## src/rtl/uart_pkg.sv

```systemverilog
// Shared UART definitions: transmitter state encoding, default baud divisor
// and a frame-length helper. The receiver imports this package as well.
package uart_pkg;

  localparam int TX_STATE_W           = 3;
  localparam int DEFAULT_CLKS_PER_BIT = 868;  // 100 MHz / 115200

  typedef enum logic [TX_STATE_W-1:0] {
    TX_IDLE   = 3'd0,
    TX_START  = 3'd1,
    TX_DATA   = 3'd2,
    TX_PARITY = 3'd3,
    TX_STOP   = 3'd4
  } tx_state_e;

  // Clock cycles occupied by one complete frame on the line.
  function automatic int frame_cycles(input int clks_per_bit,
                                      input int data_bits,
                                      input int stop_bits,
                                      input int parity_bits);
    return (1 + data_bits + parity_bits + stop_bits) * clks_per_bit;
  endfunction

endpackage

```

## src/rtl/uart_baud_counter.sv

```systemverilog
// Baud-rate divider: counts 0..CLKS_PER_BIT-1 while running and emits a
// one-cycle tick on the final count of each bit period. Clear has priority
// and parks the count at zero so a new bit period starts aligned.
module uart_baud_counter
  import uart_pkg::*;
#(
  parameter int CLKS_PER_BIT = DEFAULT_CLKS_PER_BIT
) (
  input  logic i_Clock,
  input  logic i_Clear,
  input  logic i_Run,
  output logic o_Tick
);

  localparam int             CNT_W = (CLKS_PER_BIT > 1) ? $clog2(CLKS_PER_BIT) : 1;
  localparam logic [CNT_W-1:0] LAST = CNT_W'(CLKS_PER_BIT - 1);

  logic [CNT_W-1:0] cnt_q, cnt_d;

  // Next count: clear, wrap at the end of a bit period, or advance.
  always_comb begin
    cnt_d = cnt_q;
    if (i_Clear)        cnt_d = '0;
    else if (i_Run)     cnt_d = (cnt_q == LAST) ? '0 : cnt_q + 1'b1;
  end

  // Count register.
  always_ff @(posedge i_Clock) begin
    cnt_q <= cnt_d;
  end

  assign o_Tick = i_Run && !i_Clear && (cnt_q == LAST);

endmodule

```

## src/rtl/uart_transmitter.sv

```systemverilog
// UART transmitter: LSB-first serialiser with a one-entry holding register
// so a byte can be queued while a frame is on the line, giving gap-free
// back-to-back frames. Optional parity bit: define UART_TRANSMITTER_PARITY_EN.
module uart_transmitter
  import uart_pkg::*;
#(
  parameter int CLKS_PER_BIT = DEFAULT_CLKS_PER_BIT,
  parameter int DATA_BITS    = 8,
`ifdef UART_TRANSMITTER_PARITY_EN
  parameter int STOP_BITS    = 1,
  parameter bit PARITY_ODD   = 1'b0
`else
  parameter int STOP_BITS    = 1
`endif
) (
  input  logic                 i_Clock,
  input  logic                 i_Reset,
  input  logic                 i_Enable,
  input  logic [DATA_BITS-1:0] i_Data,
  input  logic                 i_Valid,
  output logic                 o_Ready,
  output logic                 o_Tx,
  output logic                 o_Busy,
  output logic                 o_Done
);

  localparam int                 BIT_CNT_W = $clog2(DATA_BITS + 1);
  localparam logic [BIT_CNT_W-1:0] LAST_DATA = BIT_CNT_W'(DATA_BITS - 1);
  localparam logic [BIT_CNT_W-1:0] LAST_STOP = BIT_CNT_W'(STOP_BITS - 1);

  tx_state_e              state_q, state_d;
  logic [DATA_BITS-1:0]   shift_q, shift_d;
  logic [DATA_BITS-1:0]   hold_q, hold_d;
  logic                   hold_full_q, hold_full_d;
  logic [BIT_CNT_W-1:0]   bit_cnt_q, bit_cnt_d;
  logic                   tx_q, tx_d;
`ifdef UART_TRANSMITTER_PARITY_EN
  logic                   par_q, par_d;
`endif

  logic tick;
  logic load;
  logic done;
  logic xfer;

  assign o_Ready = !hold_full_q && i_Enable;
  assign xfer    = i_Valid && o_Ready;

  // Bit timing; held cleared while idle (or in reset) so a start bit always
  // gets a full bit period. Rolls over directly from stop into a new start.
  uart_baud_counter #(
    .CLKS_PER_BIT (CLKS_PER_BIT)
  ) u_baud (
    .i_Clock (i_Clock),
    .i_Clear (!i_Reset || (state_q == TX_IDLE)),
    .i_Run   (state_q != TX_IDLE),
    .o_Tick  (tick)
  );

  // Frame sequencing, holding-register handshake and next line level.
  always_comb begin
    state_d     = state_q;
    shift_d     = shift_q;
    hold_d      = hold_q;
    hold_full_d = hold_full_q;
    bit_cnt_d   = bit_cnt_q;
    load        = 1'b0;
    done        = 1'b0;

    case (state_q)
      TX_IDLE: begin
        if (hold_full_q) begin
          state_d = TX_START;
          load    = 1'b1;
        end
      end
      TX_START: begin
        if (tick) begin
          state_d   = TX_DATA;
          bit_cnt_d = '0;
        end
      end
      TX_DATA: begin
        if (tick) begin
          shift_d = shift_q >> 1;
          if (bit_cnt_q == LAST_DATA) begin
            bit_cnt_d = '0;
`ifdef UART_TRANSMITTER_PARITY_EN
            state_d   = TX_PARITY;
`else
            state_d   = TX_STOP;
`endif
          end else begin
            bit_cnt_d = bit_cnt_q + 1'b1;
          end
        end
      end
`ifdef UART_TRANSMITTER_PARITY_EN
      TX_PARITY: begin
        if (tick) begin
          state_d   = TX_STOP;
          bit_cnt_d = '0;
        end
      end
`endif
      TX_STOP: begin
        if (tick) begin
          if (bit_cnt_q == LAST_STOP) begin
            done      = 1'b1;
            bit_cnt_d = '0;
            // A queued byte starts its start bit with no idle cycle.
            if (hold_full_q) begin
              state_d = TX_START;
              load    = 1'b1;
            end else begin
              state_d = TX_IDLE;
            end
          end else begin
            bit_cnt_d = bit_cnt_q + 1'b1;
          end
        end
      end
      default: state_d = TX_IDLE;
    endcase

    // Drain holding into the shifter; accept a new byte when empty.
    if (load) begin
      shift_d     = hold_q;
      hold_full_d = 1'b0;
    end
    if (xfer) begin
      hold_d      = i_Data;
      hold_full_d = 1'b1;
    end

    // Line level follows the state being entered so o_Tx is a clean flop.
    case (state_d)
      TX_START:  tx_d = 1'b0;
      TX_DATA:   tx_d = shift_d[0];
`ifdef UART_TRANSMITTER_PARITY_EN
      TX_PARITY: tx_d = par_q;
`endif
      default:   tx_d = 1'b1;
    endcase
  end

`ifdef UART_TRANSMITTER_PARITY_EN
  // Parity of the frame's payload, fixed when the byte enters the shifter.
  always_comb begin
    par_d = par_q;
    if (load) par_d = (^hold_q) ^ PARITY_ODD;
  end
`endif

  // State and datapath registers with synchronous active-low reset.
  always_ff @(posedge i_Clock) begin
    if (!i_Reset) begin
      state_q     <= TX_IDLE;
      shift_q     <= '0;
      hold_q      <= '0;
      hold_full_q <= 1'b0;
      bit_cnt_q   <= '0;
      tx_q        <= 1'b1;
`ifdef UART_TRANSMITTER_PARITY_EN
      par_q       <= 1'b0;
`endif
    end else begin
      state_q     <= state_d;
      shift_q     <= shift_d;
      hold_q      <= hold_d;
      hold_full_q <= hold_full_d;
      bit_cnt_q   <= bit_cnt_d;
      tx_q        <= tx_d;
`ifdef UART_TRANSMITTER_PARITY_EN
      par_q       <= par_d;
`endif
    end
  end

  assign o_Tx   = tx_q;
  assign o_Busy = (state_q != TX_IDLE) || hold_full_q;
  assign o_Done = done;

endmodule

```

## config.mk

```make
export PLATFORM = sky130hd
export DESIGN_NAME = uart_transmitter
export DESIGN_NICKNAME = d
export VERILOG_FILES = /design/src/rtl/uart_pkg.sv /design/src/rtl/uart_baud_counter.sv /design/src/rtl/uart_transmitter.sv
export SDC_FILE = /design/constraint.sdc
export NUM_CORES = 1
export LEC_CHECK = 0
export CAP_MARGIN = 20
export CORE_ASPECT_RATIO = 1.2
export CORE_MARGIN = 8
export CORE_UTILIZATION = 50
export CTS_CLUSTER_DIAMETER = 40
export DETAILED_ROUTE_END_ITERATION = 8
export PLACE_DENSITY = 0.71
export SETUP_SLACK_MARGIN = 0.1
export SLEW_MARGIN = 40
export SYNTH_ARGS = -nofsm -noshare
export SYNTH_HDL_FRONTEND = slang
export SYNTH_SLANG_ARGS = --single-unit
```

## constraint.sdc

```tcl
create_clock -name i_Clock -period 2.7 [get_ports i_Clock]
set_clock_uncertainty 0.05 [all_clocks]
set_input_delay 0.54 -clock i_Clock [delete_from_list [all_inputs] [get_ports i_Clock]]
set_output_delay 0.54 -clock i_Clock [all_outputs]
set_load 0.01 [all_outputs]
```

==> results by group <==
Synth
  • Post-Syn Instances: 195
  • Synth Area per Inst: 8.43 sq um
  • Register bit count reported by yosys: 35
  • Yosys cell types: 41
  • Number of synthesized flops with an enable pin: 0
  • Top FF cell, synth: dfxtp_1
  • Post-synth top area cell: dfxtp_1
  • Share of the synthesized area in the top cell type: 42.6%
  • Synth Net Count: 210
  • Top post-synthesis cells by area: dfxtp_1 43%, a21oi_1 7.0%, mux2i_1 4.9%
  • Yosys Warn Count: 0
  • Sequential fraction of the synthesis area: 42.6%
  • Fraction of registers with async set/reset: 0%
  • Post-Synthesis Cell Area: 1640 sq um

Worst setup path
  • Slowest CP cell: or3b_4
  • Reg-to-Reg Start: u_baud.cnt_q[3]
  • Crit-path cells: inv_1 > ha_1 > or3b_4 > or2_2 > nor2_1 > clkdlybuf4s15_2
  • Worst path bufs/invs: 2
  • Critical path type: reg -> out
  • Max incr delay on CP: 0.40 ns
  • Setup crit end kind: primary output
  • Worst r2r dst: bit_cnt_q[2]
  • CP Data Arrival Time: 1.92 ns
  • CP delay by family, top: simple AND/OR/NAND/NOR gates
  • Crit Path Max Fanout: 4
  • Worst Reg2Reg Path Length in Cells: 5
  • Required @ worst endpoint: 2.11 ns
  • Startpoint Class: flop
  • R2R Setup Slk: 0.63 ns

Power
  • Worst VDD drop: 0.000437 V
  • Reg power frac: 55.0%
  • Leak Pwr: 0.000737 uW
  • Reported net switching power: 229 uW
  • Clock share of power: 36.8%
  • Internal: 753 uW
  • Power Density: 502 nW/um^2
  • Switching share of power: 23.3%
  • Comb power frac: 8.2%

Global route
  • Largest net degree at the start of global routing: 17
  • First-pass GRT wire length: 6290 um
  • All-Layer GR Usage: 14.8%
  • Initial antenna violation count: 0
  • GRT overflow: 0
  • Vias in the first global route: 1433

Final layout
  • Final core occ: 60.1%
  • Share of cells above drive strength 1: 12.3%
  • Ant. Diodes: 0
  • Post-route cell area: 1960 sq um
  • Layout area overhead: 19.0%
  • Most common cell after layout, fill and taps aside: dfxtp_1
  • Most frequent cells in the layout: 35 x dfxtp_1, 23 x a21oi_1, 18 x nand2_1, 15 x nand3_1
  • Final #Nets: 233

CTS
  • CTS buffer count: 5
  • H-Tree Depth: 2
  • Clock transition at path regs: 0.07 ns
  • Clock Latency Late Sink: 0.28 ns
  • CTS root buffer: clkbuf_8
  • Hold_buf cts: 0
  • CTS tree: yes
  • # clock sinks: 35
  • Max clock buf depth: 2

Floorplanning
  • Die X: 68.3 um
  • Core Box Area: 3250 sq um
  • Die height: 78.8 um
  • DIE AREA: 5390 sq um
  • Starting Density: 50.6%
  • I/O pins: 16
  • Row count: 23

Flow run
  • Max Cap Viol: 0

Placement
  • DP Area: 1870 sq um
  • Gp weighted congestion: 0.847
  • Detailed Place HPWL: 2590 um
  • I/O Buffers: 15
  • Place WS: -0.117 ns

Timing
  • Slew Limit Fails: 0
  • Max Fclk: 398 MHz
  • Final Hold Vio Count: 0
  • Min Tclk post-route: 2.51 ns
  • Min Hold Slack: 0.401 ns
  • Least-Margin Pin Slew: 0.683 ns
  • Final setup margin: 0.187 ns
  • RSZ-0062 raised after global routing: no
  • Final Cycle Share: 93.1%
  • Max_slew headroom: 54.1%
  • Setup-failing EPs final: 0

Min path
  • Worst hold start: u_baud.cnt_q[0]
  • Hold Path Stages: 1
  • HP Class: reg -> reg
  • Hold Path End: u_baud.cnt_q[0]

Route
  • Drt via density: 5.59
  • Final WL: 3500 um
  • DR WL/cell: 13.7 um
  • Vias post-DR: 1430
  • Pre-antenna DRT Iters: 4
  • Post-DRT Antenna Nets: 0
  • # DRC: 0
  • Number of DRC markers in iteration 0: 44

Outcome
  • Status: complete, no violations
worst register-to-register path, cell delays in order, from the launching register on:
cell	delay [ns]
dfxtp_1	0.35
or3_4	0.43
or4_4	0.49
buf_4	0.18
o31a_1	0.29
o21a_1	0.18
per-stage QoR:
step           instances  setup TNS (ns)  total power (uW)
2_1_floorplan        195               0               594
3_3_place_gp         248          -0.110               631
3_5_place_dp         248          -0.117               633
4_1_cts              256               0               993
5_1_grt              256               0              1030
6_report             256               0               982
synthesized netlist by cell type (3+ instances only):
master / number
mux2i_1: 8
nand3_1: 15
a21oi_1: 23
nor3_1: 9
nor2_1: 14
ha_1: 3
o21ai_1: 4
clkbuf_1: 7
inv_1: 6
or3_1: 3
nor2b_1: 6
xnor2_1: 4
o21ai_0: 8
nand2_1: 18
xor2_1: 4
dfxtp_1: 35
routing by layer:
metal	up-vias	GRT usage (%)	wire length [um]
met1	662	18.2	1570
met2	31	23.0	1740
met5	-	0	0
met4	0	5.13	21
met3	4	5.63	165
li1	733	-	-
layout make-up:
| class | instances | area (sq um) |
|---|---|---|
| fill | 302 | 1300 |
| inverter | 6 | 22.5 |
| sequential | 35 | 701 |
| multi-input combinational | 146 | 886 |
| timing repair buffer | 24 | 219 |
| clock buffer | 7 | 76.3 |
| clock inverter | 1 | 5.00 |
| tap | 37 | 46.3 |
sequential cells by signal, indices dropped and copies added, names as in the netlist:
name and flops:
state_q 3, u_baud.cnt_q 10, bit_cnt_q 4, o_Tx 1, shift_q 8, hold_full_q 1
hold_q 8
power by group through the flow:
stage / sequential [uW] / combinational [uW] / clock (uW)
after CTS: 540 / 81.9 / 370
after global routing: 542 / 91.1 / 399
after detailed placement: 552 / 81.2 / 0
after global placement: 552 / 79.1 / 0
final: 540 / 80.9 / 361
after floorplan: 550 / 44.2 / 0
logic make-up (layout without fill, tap and decap cells):
group,after synthesis,after routing,share of synthesized area [%]
XOR/XNOR,8,8,4.26
buffers and inverters,14,38,3.65
AO/OA/AOI/OAI,45,45,15.3
flip-flops,35,35,42.6
AND/OR/NAND/NOR,82,82,27.0
adder cells (fa/ha/maj),3,3,2.28
multiplexers,8,8,4.87
how the worst max path moves through the flow:
stage / start / to / slack, ns / depth (start not counted)
4_1_cts: bit_cnt_q[0] / o_Done / 0.17 / 6
6_report: bit_cnt_q[0] / o_Done / 0.19 / 6
2_1_floorplan: u_baud.cnt_q[3] / o_Done / 0.58 / 4
3_5_place_dp: i_Reset / o_Done / -0.12 / 5
5_1_grt: bit_cnt_q[0] / o_Done / 0.12 / 6
3_3_place_gp: i_Reset / o_Done / -0.11 / 5
repair_timing:
action	CTS	global route
setup endpoints to repair	1	0
buffers inserted	0	0
gates resized for setup	4	0
Power figures use the tool's default switching activity.
